--- config.mk ---
export PLATFORM = sky130hd
export DESIGN_NAME = dpram_fifo_ctrl_flat
export DESIGN_NICKNAME = d
export VERILOG_FILES = /design/src/rtl/dpram_fifo_ctrl_if.sv /design/src/rtl/dpram_fifo_ctrl.sv /design/src/flat_wrapper.sv
export SDC_FILE = /design/constraint.sdc
export NUM_CORES = 1
export LEC_CHECK = 0
export CAP_MARGIN = 15
export CORE_ASPECT_RATIO = 1.75
export CORE_UTILIZATION = 35
export DETAILED_ROUTE_END_ITERATION = 6
export DONT_BUFFER_PORTS = 1
export PLACE_DENSITY_LB_ADDON = 0.05
export RECOVER_POWER = 100
export SYNTH_ARGS = -nofsm -noshare
export SYNTH_HDL_FRONTEND = slang
export SYNTH_SLANG_ARGS = --single-unit
--- constraint.sdc ---
create_clock -name clk -period 6 [get_ports clk]
set_input_delay 0.9 -clock clk [delete_from_list [all_inputs] [get_ports clk]]
set_output_delay 0.9 -clock clk [all_outputs]
set_load 0.01 [all_outputs]
--- src/rtl/dpram_fifo_ctrl_if.sv ---
// Push/pop handshake bundle between a byte producer/consumer and the FIFO.
// master drives requests, slave (the FIFO) drives data and status.
interface dpram_fifo_ctrl_if #(
    parameter int DATA_W = 8,
    parameter int ADDR_W = 4
);
    logic              wr_en;
    logic [DATA_W-1:0] wr_data;
    logic              rd_en;
    logic [DATA_W-1:0] rd_data;
    logic              rd_valid;
    logic              full;
    logic              empty;
    logic [ADDR_W:0]   count;
    logic              overflow;
    logic              underflow;

    modport master (
        output wr_en,
        output wr_data,
        output rd_en,
        input  rd_data,
        input  rd_valid,
        input  full,
        input  empty,
        input  count,
        input  overflow,
        input  underflow
    );

    modport slave (
        input  wr_en,
        input  wr_data,
        input  rd_en,
        output rd_data,
        output rd_valid,
        output full,
        output empty,
        output count,
        output overflow,
        output underflow
    );
endinterface

--- src/rtl/dpram_fifo_ctrl.sv ---
// Synchronous FIFO over inferred 2**ADDR_W x DATA_W dual-port storage.
// One write port, one registered read port, registered flags and error pulses.
module dpram_fifo_ctrl #(
    parameter int DATA_W = 8,
    parameter int ADDR_W = 4
) (
    input  logic                 clk,
    input  logic                 rst_n,
    dpram_fifo_ctrl_if.slave     bus
);
    localparam int DEPTH = 1 << ADDR_W;
    localparam logic [ADDR_W:0] ONE = (ADDR_W+1)'(1);

    logic [DATA_W-1:0] mem [DEPTH];

    logic [ADDR_W:0]   wr_ptr;
    logic [ADDR_W:0]   rd_ptr;
    logic [ADDR_W:0]   count_q;
    logic              full_q;
    logic              empty_q;
    logic [DATA_W-1:0] rd_data_q;
    logic              rd_valid_q;
    logic              ovf_q;
    logic              udf_q;

    logic              push_ok;
    logic              pop_ok;
    logic [ADDR_W:0]   wr_ptr_n;
    logic [ADDR_W:0]   rd_ptr_n;
    logic [ADDR_W:0]   count_n;
    logic              full_n;
    logic              empty_n;
    logic              ovf_n;
    logic              udf_n;

    always_comb begin
        push_ok = bus.wr_en & (~full_q | bus.rd_en);
        pop_ok  = bus.rd_en & ~empty_q;
        ovf_n   = bus.wr_en & full_q & ~bus.rd_en;
        udf_n   = bus.rd_en & empty_q;

        wr_ptr_n = push_ok ? wr_ptr + ONE : wr_ptr;
        rd_ptr_n = pop_ok  ? rd_ptr + ONE : rd_ptr;

        count_n = count_q;
        unique case (1'b1)
            push_ok & ~pop_ok: count_n = count_q + ONE;
            pop_ok & ~push_ok: count_n = count_q - ONE;
            default:           count_n = count_q;
        endcase

        // Extra pointer MSB separates full from empty when low bits match
        empty_n = (wr_ptr_n == rd_ptr_n);
        full_n  = (wr_ptr_n[ADDR_W] != rd_ptr_n[ADDR_W]) &&
                  (wr_ptr_n[ADDR_W-1:0] == rd_ptr_n[ADDR_W-1:0]);
    end

    always_ff @(posedge clk) begin
        if (rst_n && push_ok) begin
            mem[wr_ptr[ADDR_W-1:0]] <= bus.wr_data;
        end
    end

    always_ff @(posedge clk) begin
        if (!rst_n) begin
            wr_ptr     <= '0;
            rd_ptr     <= '0;
            count_q    <= '0;
            full_q     <= 1'b0;
            empty_q    <= 1'b1;
            rd_data_q  <= '0;
            rd_valid_q <= 1'b0;
            ovf_q      <= 1'b0;
            udf_q      <= 1'b0;
        end else begin
            wr_ptr     <= wr_ptr_n;
            rd_ptr     <= rd_ptr_n;
            count_q    <= count_n;
            full_q     <= full_n;
            empty_q    <= empty_n;
            rd_valid_q <= pop_ok;
            ovf_q      <= ovf_n;
            udf_q      <= udf_n;
            if (pop_ok) begin
                rd_data_q <= mem[rd_ptr[ADDR_W-1:0]];
            end
        end
    end

    assign bus.rd_data   = rd_data_q;
    assign bus.rd_valid  = rd_valid_q;
    assign bus.full      = full_q;
    assign bus.empty     = empty_q;
    assign bus.count     = count_q;
    assign bus.overflow  = ovf_q;
    assign bus.underflow = udf_q;

endmodule

--- src/flat_wrapper.sv ---
// flat-port wrapper written by rule: the top's interface ports become plain ports
module dpram_fifo_ctrl_flat 
#(
    parameter int DATA_W = 8,
    parameter int ADDR_W = 4
)
  (clk, rst_n, bus_wr_en, bus_wr_data, bus_rd_en, bus_rd_data, bus_rd_valid, bus_full, bus_empty, bus_count, bus_overflow, bus_underflow);
  dpram_fifo_ctrl_if #(.DATA_W(DATA_W), .ADDR_W(ADDR_W)) bus_i ();
  input  logic clk;
  input  logic rst_n;
  input wire logic [$bits(bus_i.wr_en)-1:0] bus_wr_en;
  input wire logic [$bits(bus_i.wr_data)-1:0] bus_wr_data;
  input wire logic [$bits(bus_i.rd_en)-1:0] bus_rd_en;
  output wire logic [$bits(bus_i.rd_data)-1:0] bus_rd_data;
  output wire logic [$bits(bus_i.rd_valid)-1:0] bus_rd_valid;
  output wire logic [$bits(bus_i.full)-1:0] bus_full;
  output wire logic [$bits(bus_i.empty)-1:0] bus_empty;
  output wire logic [$bits(bus_i.count)-1:0] bus_count;
  output wire logic [$bits(bus_i.overflow)-1:0] bus_overflow;
  output wire logic [$bits(bus_i.underflow)-1:0] bus_underflow;
  assign bus_i.wr_en = bus_wr_en;
  assign bus_i.wr_data = bus_wr_data;
  assign bus_i.rd_en = bus_rd_en;
  assign bus_rd_data = bus_i.rd_data;
  assign bus_rd_valid = bus_i.rd_valid;
  assign bus_full = bus_i.full;
  assign bus_empty = bus_i.empty;
  assign bus_count = bus_i.count;
  assign bus_overflow = bus_i.overflow;
  assign bus_underflow = bus_i.underflow;
  dpram_fifo_ctrl #(.DATA_W(DATA_W), .ADDR_W(ADDR_W)) u_core (.clk(clk), .rst_n(rst_n), .bus(bus_i));
endmodule
Word-level counts from Yosys, hierarchy flattened
Memories as Yosys holds them, arrays and structs flattened. A register that Yosys moved wholly into a read port is not among the register bits.
Cells that the tools add are included.
{"block": "totals", "ff_bits": 20, "latch_bits": 0, "ram_bits": 128, "mem_bits_ro": 0, "in_bits": 12, "output_inout_bits": 18, "word_cells": 38, "mem_count": 1}
{"block": "classes", "addsub": 4, "mul": 0, "div_mod_pow": 0, "order_cmp": 0, "eq_ne": 3, "shifts": 0, "muxes": 5, "bitwise_logic": 13, "n_reduce_logical": 4}
{"name": "u_core.mem", "words": 16, "word_bits": 8, "rd": 1, "rd_clocked_by_memory_dff": 1, "write_ports": 1, "line": "dpram_fifo_ctrl.sv:14", "text": "logic [DATA_W-1:0] mem [DEPTH];"}
{"operator": "$add 5x1->5 const B", "n": 3}
{"operator": "$mux 5", "n": 2}
{"operator": "$pmux 5 s2", "n": 1}
{"operator": "$and 1x1->1", "n": 7}
{"operator": "$eq 5x5->1", "n": 1}
{"operator": "$not 1->1", "n": 5}
{"operator": "$sub 5x1->5 const B", "n": 1}
{"operator": "$eq 4x4->1", "n": 1}
{"operator": "$logic_and 1x1->1", "n": 2}
{"operator": "$mux 1", "n": 2}
{"operator": "$reduce_bool 2->1", "n": 1}
{"operator": "$logic_not 1->1", "n": 1}
{"operator": "$ne 1x1->1", "n": 1}
{"operator": "$or 1x1->1", "n": 1}

Longest topological paths before layout
Gate-level depths: netlist of the first run.
{"block": "depth", "depth_word": 6, "depth_mapped": 12, "depth_no_buf": 10}

Least setup slack after synthesis of the first run
No wires, ideal clock.
{"block": "synth_timing", "path_type": "input port to flip-flop", "from": "input port bus_rd_en", "to": "register u_core.count_q[4], in the netlist u_core.bus.count[4]", "setup_ns": 0.071, "t_arrival_ns": 2.790, "t_required_ns": 5.929, "path_slack_ns": 3.140, "stages": 12, "n_path_buf": 3, "path_cell_list": "nor2b_1 > buf_4 > buf_6 > ha_1 > clkbuf_1 > xor2_1 > ha_1 > o21a_1 > o21ai_0 > a2bb2oi_1 > or3_1 > a21oi_1"}
{"block": "synth_via", "elab_cells_between_ends": 9, "cone_classes": "1 x mux; 7 x bitwise; 1 x reduce/logical"}
{"element": "from (decl)", "line": "flat_wrapper.sv:13", "text": "input wire logic [$bits(bus_i.rd_en)-1:0] bus_rd_en;"}
{"element": "$and 1x1->1 (*)", "line": "dpram_fifo_ctrl.sv:38", "text": "pop_ok = bus.rd_en & ~empty_q;"}
{"element": "net u_core.pop_ok", "line": "dpram_fifo_ctrl.sv:27", "text": "logic pop_ok;"}
{"element": "$not 1->1", "line": "dpram_fifo_ctrl.sv:47", "text": "push_ok & ~pop_ok: count_n = count_q + ONE;"}
{"element": "$and 1x1->1", "line": "dpram_fifo_ctrl.sv:47"}
{"element": "$pmux 5 s2 or $reduce_bool 2->1 (tied branches)"}
{"element": "to (signal assigned)", "line": "dpram_fifo_ctrl.sv:78", "text": "count_q <= count_n;"}
{"element": "to (decl)", "line": "dpram_fifo_ctrl.sv:18", "text": "logic [ADDR_W:0] count_q;"}
Mark *: on every way through the listed nets, which the timed path passes. The rest lies on a longest branch.
A chain may end at the register's enable or synchronous reset.

==> results of run 1 <==
## state kept, by name (all words and copies together) (netlist names)
name and count:
u_core.bus.count 5, u_core.bus.empty 1, u_core.bus.full 1, u_core.bus.overflow 1
u_core.bus.rd_data 8, u_core.bus.rd_valid 1, u_core.bus.underflow 1, u_core.mem 128
u_core.rd_ptr 5, u_core.wr_ptr 5
## stage by stage
| stage | instance area, µm² | setup slack [ps] | power [W] |
|---|---|---|---|
| after floorplan | 6411 | 3140 | 0.001355 |
| after global placement | 6559 | 2892 | 0.001386 |
| after detailed placement | 6564 | 2840 | 0.001387 |
| after CTS | 7181 | 3226 | 0.002494 |
| after global routing | 7172 | 1873 | 0.002543 |
| final | 7172 | 2144 | 0.002461 |
## routing by layer
layer	vias up	part of all wire [%]
met5	-	0
met2	65	56
met4	0	2.9
li1	1456	-
met1	1623	38
met3	21	3.1
## layout by cell type (no fill, tap or decap), types with 2 or more instances in the layout
cell type / synthesis / layout
a21oi_1: 5 / 5
a221oi_1: 7 / 8
a22o_1: 8 / 8
and2_0: 0 / 4
and2_1: 7 / 3
and2b_1: 2 / 2
and3_1: 4 / 4
and3b_1: 2 / 2
clkbuf_1: 7 / 7
clkbuf_16: 0 / 20
clkinv_4: 0 / 3
dfxtp_1: 28 / 28
edfxtp_1: 128 / 128
ha_1: 9 / 9
inv_1: 4 / 4
inv_4: 0 / 2
inv_6: 0 / 3
mux4_1: 27 / 27
mux4_2: 5 / 5
nand2_1: 19 / 19
nand2b_1: 3 / 3
nand3_1: 3 / 3
nand4_1: 2 / 2
nor2_1: 22 / 22
nor2b_1: 2 / 2
nor3_1: 5 / 5
o21a_1: 3 / 3
o21ai_0: 4 / 4
o22ai_1: 8 / 8
o31ai_1: 2 / 2
or3_1: 2 / 2
xnor2_1: 6 / 6
xor2_1: 9 / 9
## cells in the mapped netlist (3+ instances only)
master	count	share of area, %
nor3_1	5	0.39
inv_1	4	0.23
nand3_1	3	0.23
and3_1	4	0.39
o21a_1	3	0.35
nand2b_1	3	0.29
nand2_1	19	1.1
clkbuf_1	7	0.41
o21ai_0	4	0.31
nor2_1	22	1.3
dfxtp_1	28	8.7
o22ai_1	8	0.78
edfxtp_1	128	60
xor2_1	9	1.2
mux4_1	27	11
buf_2	3	0.23
a221oi_1	7	0.96
ha_1	9	1.8
mux4_2	5	1.8
and2_1	7	0.68
buf_6	6	1.1
a22o_1	8	1.1
xnor2_1	6	0.82
a21oi_1	5	0.39
## tightest hold or removal path: cells and delay by family (launching register included)
| kind | cells | cell delay, ps |
|---|---|---|
| compound gates | 1 | 70 |
| flops | 1 | 340 |
| simple gates | 1 | 70 |
## area by class of cell
class | count | area, µm²
inverters | 4 | 15.01
repair buffers | 6 | 26.28
well taps | 234 | 292.8
flip-flops and latches | 156 | 4404
multi-input cells | 180 | 1817
clock inverters | 9 | 95.09
fillers | 1613 | 10800
clock buffers | 23 | 521.8
## worst max path at each step
stage	endpoint	depth (start not counted)
2_1_floorplan	u_core.bus.count[4]$_SDFFE_PN0P_	12
5_1_grt	u_core.bus.rd_data[7]$_SDFFE_PN0N_	5
4_1_cts	u_core.bus.rd_data[7]$_SDFFE_PN0N_	5
6_report	u_core.bus.rd_data[4]$_SDFFE_PN0N_	5
3_5_place_dp	u_core.mem[0][0]$_DFFE_PP_	5
3_3_place_gp	u_core.mem[3][7]$_DFFE_PP_	5
## logic make-up after synthesis
family,after synthesis
buf+inv,26
mux,34
xor+xnor,16
flops,156
fa+ha+maj,9
compound gates,44
simple gates,77
## power groups by stage
| stage | Combinational (W) | Sequential, W | Clock (W) |
|---|---|---|---|
| after CTS | 0.000141 | 0.00122 | 0.00113 |
| final | 0.000136 | 0.00122 | 0.00110 |
| after global placement | 0.000140 | 0.00125 | 0 |
| after floorplan | 0.000126 | 0.00123 | 0 |
| after global routing | 0.000149 | 0.00122 | 0.00117 |
| after detailed placement | 0.000141 | 0.00125 | 0 |
==> impl_results.md, run 1 <==
- TritonCTS clock tree: yes
- Fmax: 259.3 MHz
- Postcts setup bufs: 0
- Type of origin of the critical path: flip-flop
- PwrDens: 343.2 nW/µm²
- Flops & latches, synth: 156
- Final-report hold violation count: 0
- Crit path max fanout: 19
- Initial core utilization: 35.67%
- H-tree Lvls: 4
- Grt ovf: 0
- Largest net degree at the start of global routing: 36
- Die Wd: 104.3 µm
- Synth Area in Adders: 1.756%
- Final period util: 64.26%
- CP startpoint: u_core.rd_ptr[0]$_SDFF_PN0_
- Gpl congestion: 0.7664
- Final Non-Filler Cells: 612
- Async S/R FF share, synth: 0%
- Sw frac: 21.94%
- Die height: 181.0 µm
- First-pass GRT wire length: 20,920 µm
- Comb pwr share: 5.5%
- GRT Total Usage: 15.95%
- Gr busiest metal: met2
- Resize count post-CTS: 0
- Clock root cell: clkbuf_16
- Clock power frac: 44.9%
- Hpwl dp: 9516 µm
- Hold Crit Class: reg2reg
- Met1 usage: 16.91%
- Inserted Clock Buffers: 17
- Mapped Cells: 362
- R2R Path End: u_core.bus.rd_data[4]$_SDFFE_PN0N_
- Reg2Reg Launch Point: u_core.rd_ptr[0]$_SDFF_PN0_
- Vias/cell: 5.172
- Initial antenna violation count: 0
- Worst-path clk slew: 70 ps
- Largest family of logic cells by synthesized area: multiplexers
- Crit Path Category: reg2reg
- Yosys Warn Count: 0
- Skew final: 7.276 ps
- Hold endpoint: u_core.bus.rd_data[6]$_SDFFE_PN0N_
- Syn_area_per_cell: 17.71 µm²
- Seq/Total Area, Yosys: 68.70%
- Antenna-violating nets left: 0
- IO buf count: 0
- N_diodes: 0
- Row cnt: 65
- Max Slew Vio Count: 0
- Simple-gate portion of the synthesized area: 6.050%
- CP endpoint kind: flip-flop
- Setup violators final: 0
- Area grow syn2layout: 11.87%
- # hold bufs at CTS: 0
- Setup TNS: 0 ps
- Mapped Area: 6411 µm²
- Hold Path Depth: 2
- Core Footprint: 17,970 µm²
- Worst-skew pair later-pin latency: 420 ps
- Sequential share of power: 49.6%
- Detailed-route wire length per cell: 22.97 µm
- DRT Pass-1 Iters: 4
- Mux cell area share after synthesis: 13.15%
- WP data required: 6270 ps
- DRC: 0
- Post-detailed-routing wire length: 14,060 µm
- Main synth FF type: edfxtp_1
- Clk sink count: 156
- Hold Startpoint: u_core.bus.rd_data[6]$_SDFFE_PN0N_
- Library cells used by synthesis: 49
- R2R setup slack: 2140 ps
- Max stage delay on crit path: 1120 ps
- Outcome: complete, no violations
- Pint: 0.001921 W
- WHS: 526.7 ps
- Post-Place Cells: 578
- Final net count: 386
- Leakage: 2.385 nW
- Synth Area in Compound Gates: 5.074%
- RSZ-0062 raised after global routing: false
- Mapped Nets: 383
- Vias in the first global route: 3,308
- Max Root-Sink Buffers: 2
- Slew HR: 4.224%
- DR iter-0 viols: 178
- Slowest cell on crit path: clkbuf_1
- Maxcap violations: 0
- Vias: 3,165
- VDD IR-drop max: 161.8 µV
- P_sw: 0.0005400 W
- Crit path DAT: 4130 ps
- Met2 GRT Util: 29.46%
- Die Area: 18,880 µm²
- R2R depth: 5
- Number of synthesized flops with an enable pin: 128
- Tmin final: 3856 ps
- Routing usage on met3: 3.319%
- Slew @ Worst Pin: 1437 ps
- Fin util: 39.90%
- Post-Synth XOR/XNOR Area: 2.400%
- Share of cells above drive strength 1: 10.32%
- Cells along the critical path: clkbuf_1 -> mux4_1 -> a22o_1 -> a221oi_1 -> o22ai_1
- Largest delay share family, worst path: buffers and inverters
- # IOs: 30
- Buf+Inv Stages, Crit Path: 1
(Power assumes the default switching activity.)
==> inputs of run 2 (changes only) <==
- clock period: 6 -> 3.79 ns (I/O delays scaled with it)
==> impl_results.md, run 2 (synthesis results as in run 1) <==
- CP startpoint: u_core.rd_ptr[0]$_SDFF_PN0_
- Clock power frac: 45.1% (+0.2 points)
- Max stage delay on crit path: 900 ps (-220 ps)
- Crit path DAT: 2970 ps (-1160 ps)
- Met1 usage: 16.61% (-0.30 points)
- Cells along the critical path: buf_12 -> mux4_1 -> a22o_1 -> a221oi_1 -> o22ai_1
- Leakage: 2.414 nW (+1.2%)
- Max Slew Vio Count: 0 (unchanged)
- Largest delay share family, worst path: flip-flops
- GRT Total Usage: 16.12% (+0.18 points)
- Vias: 3,229 (+2.0%)
- Gr busiest metal: met2
- Die height: 181.0 µm (unchanged)
- Outcome: complete, no violations
- IO buf count: 0 (unchanged)
- Hold Startpoint: rst_n
- Type of origin of the critical path: flip-flop
- Vias/cell: 5.166 (about the same)
- Detailed-route wire length per cell: 22.69 µm (-1.2%)
- Setup ws final: 1100 ps (-1044 ps)
- Design Power: 0.003905 W (+59%)
- Commonest non-fill, non-tap cells in the layout: edfxtp_1, dfxtp_1, mux4_1, nor2_1
- Vias in the first global route: 3,367 (+1.8%)
- Resize count post-CTS: 0 (unchanged)
- Core Footprint: 17,970 µm² (unchanged)
- Max Root-Sink Buffers: 2 (unchanged)
- Pint: 0.003084 W (+60%)
- RSZ-0062 raised after global routing: false
- Met2 GRT Util: 30.41% (+0.95 points)
- Grt ovf: 0 (unchanged)
- Sequential share of power: 49.5% (about the same)
- Inserted Clock Buffers: 17 (unchanged)
- Postcts setup bufs: 0 (unchanged)
- Row cnt: 65 (unchanged)
- VDD IR-drop max: 263.0 µV (+63%)
- Clk sink count: 156 (unchanged)
- Hold Crit Class: in2reg
- Sw frac: 21.04% (-0.90 points)
- Final period util: 70.97% (+6.7 points)
- DRC: 0 (unchanged)
- Setup TNS: 0 ps (unchanged)
- Share of cells above drive strength 1: 9.719% (-0.60 points)
- WHS: 225.2 ps (-301.5 ps)
- Filler cell count: 1,634 (+1.3%)
- Largest net degree at the start of global routing: 24 (-33%)
- First-pass GRT wire length: 21,410 µm (+2.3%)
- Die Wd: 104.3 µm (unchanged)
- TritonCTS clock tree: yes
- Crit path max fanout: 23 (+4)
- # hold bufs at CTS: 0 (unchanged)
- Crit Path Category: reg2reg
- # IOs: 30 (unchanged)
- Slew @ Worst Pin: 883.0 ps (-553.7 ps)
- Maxcap violations: 0 (unchanged)
- Most common cell after layout, fill and taps aside: edfxtp_1
- Slew HR: 41.05% (+37 points)
- Area grow syn2layout: 13.08%
- Tmin final: 2690 ps (-1166 ps)
- Routing usage on met3: 3.896% (+0.58 points)
- Worst-path clk slew: 60 ps (about the same)
- DRT Pass-1 Iters: 6 (+2)
- Register Area: 4404 µm² (unchanged)
- Skew final: 7.580 ps (+0.3041 ps)
- P_sw: 0.0008217 W (+52%)
- N_diodes: 0 (unchanged)
- PwrDens: 538.7 nW/µm² (+57%)
- Antenna-violating nets left: 0 (unchanged)
- Initial antenna violation count: 0 (unchanged)
- CP endpoint kind: flip-flop
- DR iter-0 viols: 132 (-26%)
- Largest register FFs: 128 (unchanged)
- Placement Setup Slack: 1039 ps (-1801 ps)
- Clock root cell: clkbuf_16
- Post-detailed-routing wire length: 14,180 µm (+0.87%)
- Setup violators final: 0 (unchanged)
- Multi-input logic area: 1817 µm² (unchanged)
- Buf+Inv Stages, Crit Path: 1 (unchanged)
- Fin util: 40.33% (+0.43 points)
- Final-report hold violation count: 0 (unchanged)
- H-tree Lvls: 4 (unchanged)
- Die Area: 18,880 µm² (unchanged)
- Initial core utilization: 35.67% (unchanged)
- WP data required: 4070 ps (-2200 ps)
- Gpl congestion: 0.7668 (about the same)
- Hpwl dp: 9564 µm (+0.50%)
- Worst-skew pair later-pin latency: 420 ps (about the same)
- Slowest cell on crit path: dfxtp_1
- Comb pwr share: 5.4% (about the same)
- Final net count: 399 (+3.4%)
- Fmax: 371.8 MHz (+43%)
- Reg2Reg Launch Point: u_core.rd_ptr[0]$_SDFF_PN0_
[run 2: changes by cell type in the layout (fill, tap and decap cells not counted)]
cell       before  now
buf_4           1    0
clkinv_2        0    3
mux2_2          1    0
nor4b_1         0    1
clkinv_4        3    2
a221oi_1        8    7
bufinv_16       1    2
nor4b_2         1    0
mux2_1          0    1
clkbuf_1        7   20
inv_6           3    0
buf_12          0    2
clkbuf_8        1    0
a221oi_2        0    1
[run 2: final timing paths]
kind / slack [ps] / end / cells after the start
max: 1100 / u_core.bus.rd_data[1]$_SDFFE_PN0N_ / 5
min: 230 / u_core.bus.empty$_SDFF_PN1_ / 1
max reg2reg: 1100 / u_core.bus.rd_data[1]$_SDFFE_PN0N_ / 5
min reg2reg: 520 / u_core.bus.rd_data[1]$_SDFFE_PN0N_ / 2
[run 2: stage by stage]
step,instances,instance area (µm²)
CTS,625,7321
detailed placement,593,6704
global route,625,7249
global placement,593,6704
floorplan,362,6411
finish,625,7249
[run 2: per-layer routing]
layer  part of all wire, %  vias to the layer above
met5                     0                        -
met4                   2.0                        0
met3                   3.7                       17
met2                    58                       80
met1                    37                     1648
li1                      -                     1484
[run 2: power groups by stage]
stage	registers [W]	clock network, W	logic, W
6_report	0.00193	0.00176	0.000213
5_1_grt	0.00194	0.00187	0.000235
4_1_cts	0.00193	0.00181	0.000223
3_5_place_dp	0.00197	0	0.000221
3_3_place_gp	0.00197	0	0.000223
2_1_floorplan	0.00195	0	0.000200
[run 2: area by class of cell]
type	instances	area share [%]
sequential	156	60.75
multi-input combinational	180	25.06
clock buffer	23	7.059
tap	234	4.039
clock inverter	9	1.450
timing repair buffer	19	1.433
inverter	4	0.2071
